--- src/rtl/acc_flags_if.sv ---
// Request bus for acc_flags: valid/ready handshake carrying an opcode and B operand.
interface acc_flags_if;
    logic       op_valid;
    logic       op_ready;
    logic [2:0] op;
    logic [7:0] operand;

    modport master (output op_valid, output op, output operand, input op_ready);
    modport slave  (input op_valid, input op, input operand, output op_ready);
endinterface

--- src/rtl/acc_flags.sv ---
// Accumulator + C/Z/N/V flag stage time-sharing one 8-bit ripple adder; ops that
// need a +1 carry-in take a second adder pass through a two-state FSM.

module adder8 (
    input  logic [7:0] a,
    input  logic [7:0] b,
    output logic [7:0] sum,
    output logic       cout
);
    logic carry;

    always_comb begin
        carry = 1'b0;
        sum   = '0;
        for (int i = 0; i < 8; i++) begin
            sum[i] = a[i] ^ b[i] ^ carry;
            carry  = (a[i] & b[i]) | (carry & (a[i] ^ b[i]));
        end
        cout = carry;
    end
endmodule

module acc_flags (
    input  logic           clk,
    input  logic           rst_n,
    acc_flags_if.slave     bus,
    output logic [7:0]     acc,
    output logic           flag_c,
    output logic           flag_z,
    output logic           flag_n,
    output logic           flag_v,
    output logic           done
);
    typedef enum logic [2:0] {
        OP_LOAD = 3'b000,
        OP_ADD  = 3'b001,
        OP_ADC  = 3'b010,
        OP_SUB  = 3'b011,
        OP_SBC  = 3'b100,
        OP_INC  = 3'b101,
        OP_DEC  = 3'b110,
        OP_CMP  = 3'b111
    } op_t;

    typedef enum logic {IDLE, PASS2} state_t;

    state_t     state;
    logic [7:0] temp_s;
    logic       temp_c;
    logic       temp_e7;
    logic       temp_a7;
    op_t        temp_op;

    logic       accept;
    op_t        req_op;
    logic [7:0] eff_b;
    logic       cin;
    logic [7:0] add_a;
    logic [7:0] add_b;
    logic [7:0] add_s;
    logic       add_c;

    logic       commit;
    logic       go_pass2;
    op_t        cur_op;
    logic [7:0] res;
    logic       carry;
    logic       a7;
    logic       e7;
    logic       ovf;

    assign bus.op_ready = (state == IDLE);
    assign accept       = bus.op_valid && bus.op_ready;
    assign req_op       = op_t'(bus.op);

    // NOTE: every always_comb output gets a default first so no path can infer a latch.
    always_comb begin
        eff_b = bus.operand;
        cin   = 1'b0;
        unique case (req_op)
            OP_LOAD: begin eff_b = bus.operand;  cin = 1'b0;   end
            OP_ADD:  begin eff_b = bus.operand;  cin = 1'b0;   end
            OP_ADC:  begin eff_b = bus.operand;  cin = flag_c; end
            OP_SUB:  begin eff_b = ~bus.operand; cin = 1'b1;   end
            OP_SBC:  begin eff_b = ~bus.operand; cin = flag_c; end
            OP_INC:  begin eff_b = 8'h01;        cin = 1'b0;   end
            OP_DEC:  begin eff_b = 8'hFF;        cin = 1'b0;   end
            OP_CMP:  begin eff_b = ~bus.operand; cin = 1'b1;   end
            default: begin eff_b = bus.operand;  cin = 1'b0;   end
        endcase
    end

    // The single adder's inputs are steered by state: pass 2 adds the carry-in to s1.
    assign add_a = (state == PASS2) ? temp_s : acc;
    assign add_b = (state == PASS2) ? 8'h01  : eff_b;

    adder8 u_adder (
        .a    (add_a),
        .b    (add_b),
        .sum  (add_s),
        .cout (add_c)
    );

    always_comb begin
        commit   = 1'b0;
        go_pass2 = 1'b0;
        cur_op   = req_op;
        res      = add_s;
        carry    = add_c;
        a7       = acc[7];
        e7       = eff_b[7];
        if (state == PASS2) begin
            commit = 1'b1;
            cur_op = temp_op;
            carry  = temp_c | add_c;
            a7     = temp_a7;
            e7     = temp_e7;
        end else if (accept) begin
            if (req_op == OP_LOAD) begin
                commit = 1'b1;
                res    = bus.operand;
            end else if (cin) begin
                go_pass2 = 1'b1;
            end else begin
                commit = 1'b1;
            end
        end
        ovf = (a7 == e7) && (res[7] != a7);
    end

    // NOTE: sequential state uses non-blocking assignments so all registers update together.
    always_ff @(posedge clk or negedge rst_n) begin
        if (!rst_n) begin
            state   <= IDLE;
            temp_s  <= '0;
            temp_c  <= 1'b0;
            temp_e7 <= 1'b0;
            temp_a7 <= 1'b0;
            temp_op <= OP_LOAD;
            acc     <= '0;
            flag_c  <= 1'b0;
            flag_z  <= 1'b0;
            flag_n  <= 1'b0;
            flag_v  <= 1'b0;
            done    <= 1'b0;
        end else begin
            done <= commit;
            if (go_pass2) begin
                state   <= PASS2;
                temp_s  <= add_s;
                temp_c  <= add_c;
                temp_e7 <= eff_b[7];
                temp_a7 <= acc[7];
                temp_op <= req_op;
            end else if (state == PASS2) begin
                state <= IDLE;
            end

            if (commit) begin
                unique case (cur_op)
                    OP_LOAD, OP_INC, OP_DEC: begin
                        acc    <= res;
                        flag_z <= (res == 8'h00);
                        flag_n <= res[7];
                    end
                    OP_CMP: begin
                        flag_c <= carry;
                        flag_z <= (res == 8'h00);
                        flag_n <= res[7];
                    end
                    default: begin
                        acc    <= res;
                        flag_c <= carry;
                        flag_z <= (res == 8'h00);
                        flag_n <= res[7];
                        flag_v <= ovf;
                    end
                endcase
            end
        end
    end
endmodule
--- src/flat_wrapper.sv ---
// flat-port wrapper written by rule: the top's interface ports become plain ports
module acc_flags_flat 
  (clk, rst_n, acc, flag_c, flag_z, flag_n, flag_v, done, bus_op_valid, bus_op, bus_operand, bus_op_ready);
  acc_flags_if bus_i ();
  input  logic clk;
  input  logic rst_n;
  output logic [7:0] acc;
  output logic flag_c;
  output logic flag_z;
  output logic flag_n;
  output logic flag_v;
  output logic done;
  input wire logic [$bits(bus_i.op_valid)-1:0] bus_op_valid;
  input wire logic [$bits(bus_i.op)-1:0] bus_op;
  input wire logic [$bits(bus_i.operand)-1:0] bus_operand;
  output wire logic [$bits(bus_i.op_ready)-1:0] bus_op_ready;
  assign bus_i.op_valid = bus_op_valid;
  assign bus_i.op = bus_op;
  assign bus_i.operand = bus_operand;
  assign bus_op_ready = bus_i.op_ready;
  acc_flags u_core (.clk(clk), .rst_n(rst_n), .bus(bus_i), .acc(acc), .flag_c(flag_c), .flag_z(flag_z), .flag_n(flag_n), .flag_v(flag_v), .done(done));
endmodule
--- config.mk ---
export PLATFORM = sky130hd
export DESIGN_NAME = acc_flags_flat
export DESIGN_NICKNAME = d
export VERILOG_FILES = /design/src/rtl/acc_flags_if.sv /design/src/rtl/acc_flags.sv /design/src/flat_wrapper.sv
export SDC_FILE = /design/constraint.sdc
export NUM_CORES = 1
export LEC_CHECK = 0
export CAP_MARGIN = 20
export CORE_MARGIN = 5
export CORE_UTILIZATION = 58
export CTS_CLUSTER_SIZE = 24
export DETAILED_ROUTE_END_ITERATION = 8
export PLACE_DENSITY_LB_ADDON = 0.08
export SLEW_MARGIN = 15
export SYNTH_ARGS = -nofsm -noshare
export SYNTH_HDL_FRONTEND = slang
export SYNTH_SLANG_ARGS = --single-unit
--- constraint.sdc ---
create_clock -name clk -period 9.8 [get_ports clk]
set_input_delay 1.96 -clock clk [delete_from_list [all_inputs] [get_ports clk]]
set_output_delay 1.96 -clock clk [all_outputs]
set_load 0.02 [all_outputs]
==> impl_metrics.env <==
export IMPL_setup_ws_ns=3.41
export IMPL_finalSetupViolCount=0
export IMPL_synth_area_um2=1930
export IMPL_final_cell_mix="nand2_1, dfrtp_1, clkdlybuf4s50_1, nor2_1, o21ai_0"
export IMPL_worstSetupStartpointType="primary input"
export IMPL_crit_end="u_core.flag_v"
export IMPL_grt_util_met1=0.309
export IMPL_ys_ff_latch=28
export IMPL_min_path_cells=2
export IMPL_htreeDepth=1
export IMPL_drtIter0Drc=190
export IMPL_post_cts_setup_buffers=0
export IMPL_syn_area_per_cell_um2=9.32
export IMPL_async_flop_share=1.00
export IMPL_start_util=0.587
export IMPL_clockBufferDepth=2
export IMPL_reg2reg_from="u_core.state"
export IMPL_core_um2=3280
export IMPL_root_buffer="clkbuf_4"
export IMPL_met2_usage=0.333
export IMPL_yosysSeqAreaShare=0.363
export IMPL_final_max_slew_viol_count=0
export IMPL_hp_class="reg -> reg"
export IMPL_end_kind="register"
export IMPL_max_cap_violations=0
export IMPL_synth_area_leaders="dfrtp_1, nand2_1, fa_1"
export IMPL_grt_max_degree=29
export IMPL_antenna_found_initial=0
export IMPL_drc=0
export IMPL_status="completed"
export IMPL_power_density_nw_per_um2=278
export IMPL_globalplace_congestion=0.873
export IMPL_vias=1542
export IMPL_synth_top_cell_by_area="dfrtp_1"
export IMPL_dp_cells=270
export IMPL_cp_max_fo=21
export IMPL_drive_gt1_frac=0.119
export IMPL_synth_warnings=0
export IMPL_worst_slew_pin_slew_ns=0.729
export IMPL_fmaxAchievable_mhz=156
export IMPL_antenna_left=0
export IMPL_num_nets_final=251
export IMPL_reg2regPathDepth=16
export IMPL_postCtsHoldBufs=0
export IMPL_clk_latency_ns=0.32
export IMPL_dp_slack_ns=3.06
export IMPL_hold_viol=0
export IMPL_cts_sinks=28
export IMPL_period_minus_slack_ns=6.39
export IMPL_track_usage=0.212
export IMPL_cts_buffers=3
export IMPL_rr_endpoint="u_core.flag_v"
export IMPL_gr_total_overflow=0
export IMPL_fp_dieW_um=67.7
export IMPL_power_w=0.000610
export IMPL_cts_tree="yes"
export IMPL_synthToLayoutAreaGrowth_pct=13.6
export IMPL_layout_commonest_cell="nand2_1"
export IMPL_rsz0062_at_grt="false"
export IMPL_grtUsageMet3=0.0216
export IMPL_stdcell_count=273
export IMPL_routed_via_density=5.65
export IMPL_antenna_cells=0
export IMPL_netlist_area_leader_share=0.363
export IMPL_cp_arrival_ns=6.58
export IMPL_relSlewSlack=0.513
export IMPL_required_ns=9.98
export IMPL_fp_dieArea_um2=4580
export IMPL_grt_pass1_vias=1511
export IMPL_core_rowCount=21
export IMPL_synth_ff_type="dfrtp_1"
export IMPL_grt_busiest_layer="met2"
export IMPL_syn_inst=207
export IMPL_setup_tns_ns=0
export IMPL_cts_resized=0
export IMPL_io_buffers=27
export IMPL_yosysUniqueCellTypes=43
export IMPL_avgRoutedWirePerCell_um=16.0
export IMPL_first_pass_iters=4
export IMPL_io_pins=28
export IMPL_synth_edf_count=0
export IMPL_die_height_um=67.7
export IMPL_grt_pass1_wl_um=7240
export IMPL_syn_nets=229
export IMPL_clock_skew_ns=0.00536
export IMPL_hpwl_um=3230
export IMPL_post_route_period_util=0.652
export IMPL_routed_wl_um=4380
export IMPL_critical_path_class="in -> reg"
export IMPL_crit_start="bus_op[2]"
export IMPL_p_leak_nw=0.918
export IMPL_clkTransAtPathRegs_ns=0.14
export IMPL_rrSetupSlack_ns=5.54
export IMPL_ir_drop_v=0.000182
## cell families (layout without fill, tap and decap cells)
logic type	after synthesis	after routing	share of synthesized area
flops	28	28	0.363
fa+ha+maj	8	8	0.0791
buf+inv	18	38	0.0674
xor+xnor	2	2	0.00908
compound gates	41	41	0.149
mux	18	18	0.106
simple gates	92	92	0.226
## state kept, by name (all words and copies together) (netlist names)
register / flops
u_core.flag_n: 1
u_core.flag_v: 1
u_core.temp_c: 1
u_core.done: 1
u_core.flag_z: 1
u_core.state: 1
u_core.acc: 8
u_core.temp_e7: 1
u_core.flag_c: 1
u_core.temp_op: 3
u_core.temp_s: 8
u_core.temp_a7: 1
## cells in the mapped netlist, drive strengths merged (2+ instances only)
master	number
a21o	2
a21oi	10
a41oi	3
buf	10
clkbuf	3
clkinv	2
dfrtp	28
fa	7
inv	3
mux2	8
mux2i	10
nand2	51
nand3b	4
nand4	2
nor2	14
nor3	3
nor4	2
o21ai	18
o221ai	3
or2	2
or3	5
xor2	2
## layer usage
layer,share of wire,vias to the layer above
met5,0,-
met2,0.45,38
li1,-,759
met4,0.0050,0
met1,0.49,743
met3,0.054,2
## critical path, stage by stage
cell and delay, ns:
clkdlybuf4s50_1 0.86, inv_2 0.13, or3_1 0.38, nand2_1 0.07
a22o_1 0.13, nand2_1 0.05, ha_1 0.19, fa_1 0.39
fa_1 0.39, fa_1 0.37, inv_1 0.08, fa_1 0.17
fa_1 0.18, fa_1 0.18, fa_1 0.46, a21oi_1 0.15
a21o_1 0.17, a211o_1 0.13, a41oi_2 0.11
## worst min-delay path by stage
stage / from / to / slack [ns]
floorplan: u_core.temp_s[0] / u_core.temp_s[0] / 0.44
global placement: u_core.temp_s[1] / u_core.temp_s[1] / 0.46
detailed placement: u_core.temp_s[0] / u_core.temp_s[0] / 0.46
CTS: u_core.temp_s[0] / u_core.temp_s[0] / 0.50
global route: u_core.temp_s[3] / u_core.temp_s[3] / 0.52
finish: u_core.temp_s[0] / u_core.temp_s[0] / 0.49
## layout make-up
type | instances | area (um^2)
clock buffer | 3 | 22.5
tap | 46 | 57.6
timing repair buffer | 30 | 293
sequential | 28 | 701
multi-input combinational | 161 | 1100
inverter | 5 | 18.8
fill | 290 | 1090
## where the power goes
| part | leakage (nW) | total, W | internal, W | switching, W |
|---|---|---|---|---|
| registers | 0.344 | 0.000202 | 0.000166 | 0.0000356 |
| clock network | 0.0138 | 0.0000459 | 0.0000144 | 0.0000315 |
| logic | 0.561 | 0.000362 | 0.000171 | 0.000191 |
| total | 0.918 | 0.000610 | 0.000352 | 0.000258 |
## metrics by stage
stage	instance area (um^2)	util	hold WS, ns
2_1_floorplan	1930	-	0.440
3_3_place_gp	2170	0.660	0.456
3_5_place_dp	2170	0.660	0.462
4_1_cts	2190	0.667	0.496
5_1_grt	2190	0.667	0.521
6_report	2190	0.667	0.492
Note: power is estimated with default switching activity, not from simulation.
==> RTL edit (same settings) <==
Make the reset (`rst_n`) synchronous in one clocked block.
--- a/src/rtl/acc_flags.sv
+++ b/src/rtl/acc_flags.sv
@@ -129,7 +129,7 @@
     end
 
     // NOTE: sequential state uses non-blocking assignments so all registers update together.
-    always_ff @(posedge clk or negedge rst_n) begin
+    always_ff @(posedge clk) begin
         if (!rst_n) begin
             state   <= IDLE;
             temp_s  <= '0;
Behaviour: differs if rst_n is asserted again (counterexample within 4 cycles, from zero or initial values and one cycle with rst_n low); with rst_n held inactive, the same outputs for 10 cycles.
==> RTL edit against the unedited design <==
Wire length increased by 0.21%. Critical path type unchanged. Area after synthesis decreased by 2.9%. Die area decreased by 2.5%. Worst setup slack got worse by 0.13 ns. Sequential share of layout area decreased by 6.4 points. Utilization increased by 4.6 points. Largest cell class unchanged. Count of clock-buffer cells in the layout unchanged. Design area increased by 0.17%. Sequential cell count unchanged.
Power is not compared: it rests on default switching activity, and its combinational part moved more than twofold at a synthesized area within 25%.
==> RTL edit: results (changes against the unedited design) <==
* Outcome: finished, final reports clean
* Initial DRC Count at 138 (-27%)
* Hold Crit Depth at 2 (unchanged)
* Hold crit path type: reg2reg
* Worst reg2reg startpoint: u_core.state
* Syn_nets at 230 (+0.44%)
* FF-to-FF path depth at 16 (unchanged)
* Layout Cells excl Fill at 271 (-0.73%)
* Post-DP HPWL at 3110 um (-3.4%)
* Antenna violations before repair at 0 (unchanged)
* IR drop worst, VDD at between 0.1 and 0.15 mV
* Largest regs: u_core.acc (8), u_core.temp_s (8), u_core.temp_op (3)
* R2R Setup Slk at 5.33 ns (-0.21 ns)
* Post_cts resized at 0 (unchanged)
* Core ar. at 3080 um2 (-6.3%)
* Inserted Clock Buffers at 3 (unchanged)
* Slowest CP cell: clkdlybuf4s50_1
* CP Capture Point: u_core.flag_v
* Clock latency on the worst-skew pair at 0.34 ns (+0.02 ns)
* CTS Root Cell: clkbuf_4
* Leakage at 0.880 nW
* Nets at 250 (-0.40%)
* Pin count of the biggest net entering global routing at 30 (+3.4%)
* Crit path largest cell delay at 0.91 ns (+0.05 ns)
* P_sw at 101 uW
* First-pass GRT wire length at 7450 um (+3.0%)
* Min-delay src: u_core.flag_z
* Clock skew at 0.00714 ns (+0.00178 ns)
* Worst Path Max Fanout at 18 (-14%)
* Clock-pin transition on the worst setup and hold timing paths at ~0.15 ns
* Layout cells sized above 1 at 0.0749 (-0.0441)
* Number of vias per cell at 6.08 (+7.7%)
* Async set-reset flop share out of synthesis at 0 (-1.00)
* Sequential element share of the synthesized area at 0.299 (-0.0639)
* WP data arrival at 6.77 ns (+0.19 ns)
* Gpl congestion at 0.846 (-3.1%)
* Synthesized area per cell at 9.01 um2 (-3.4%)
* H-tree levels at 1 (unchanged)
* Post-CTS setup repair buffer count at 0 (unchanged)
* Port buffer count at 27 (unchanged)
* Gr usage total at 0.216 (+0.00337)
* DRT Pass-1 Iters at 4 (unchanged)
* Yosys warns at 0 (unchanged)
* Slew margin rel. at 0.378 (-0.135)
* Antenna Cells at 0 (unchanged)
* Synth cell count leaders: dfxtp_1, nand2_1, mux2i_1, nor2_1, o211a_1
* Vias in the first global route at 1594 (+5.5%)
* Top post-synthesis cells by area: dfxtp_1, mux2i_1, fa_1
* Hold EP: u_core.flag_z
* Overall routed net length at 4390 um (+0.21%)
* Library cells used by synthesis at 40 (-7.0%)
* Max Root-Sink Buffers at 2 (unchanged)
* Critical Path Start: bus_op[0]
[RTL edit: cells by family (layout without fill, tap and decap cells)]
group                      after synthesis  count (layout)  synth area share
adders and majority gates                8               8            0.0815
AOI/OAI and AO/OA                       50              50             0.201
buffers and inverters                   17              36            0.0474
DFF                                     28              28             0.299
xor gates and xnor gates                 3               3            0.0140
and+or+nand+nor                         75              75             0.208
muxes                                   27              27             0.148
[RTL edit: routing by layer]
metal,GRT usage,part of all wire,vias to the layer above
met5,0,0,-
met4,0.0660,0.028,0
met3,0.0438,0.053,19
met2,0.363,0.47,67
met1,0.276,0.44,783
li1,-,-,780
[RTL edit: critical path: cells and delay by family]
kind / cells / cell delay, ns
adder cells (fa/ha/maj): 7 / 2.23
buffers and inverters: 3 / 1.00
AND/OR/NAND/NOR: 3 / 0.66
AO/OA/AOI/OAI: 3 / 0.62
multiplexers: 1 / 0.28
[RTL edit: per-stage QoR]
step	util	hold WS, ns	total power, mW	area, um2	setup slack [ns]
after detailed placement	0.696	0.481	0.241	2140	2.97
after global routing	0.713	0.522	0.338	2190	3.01
after floorplan	-	0.472	0.206	1870	3.97
after global placement	0.696	0.473	0.237	2140	3.14
after CTS	0.713	0.506	0.319	2190	3.34
final	0.713	0.500	0.317	2190	3.27
[RTL edit: area by class of cell]
cell class / count / area (um2)
inverter: 3 / 11.3
sequential: 28 / 561
multi-input combinational: 163 / 1230
clock buffer: 3 / 22.5
clock inverter: 1 / 30.0
tap: 44 / 55.1
timing repair buffer: 29 / 285
fill: 254 / 883
[RTL edit: power groups by stage]
stage	Clock [mW]	Combinational, mW	Sequential [mW]
floorplan	0	0.0676	0.138
global placement	0	0.105	0.131
detailed placement	0	0.109	0.132
CTS	0.0801	0.109	0.130
global route	0.0861	0.120	0.131
finish	0.0777	0.109	0.130
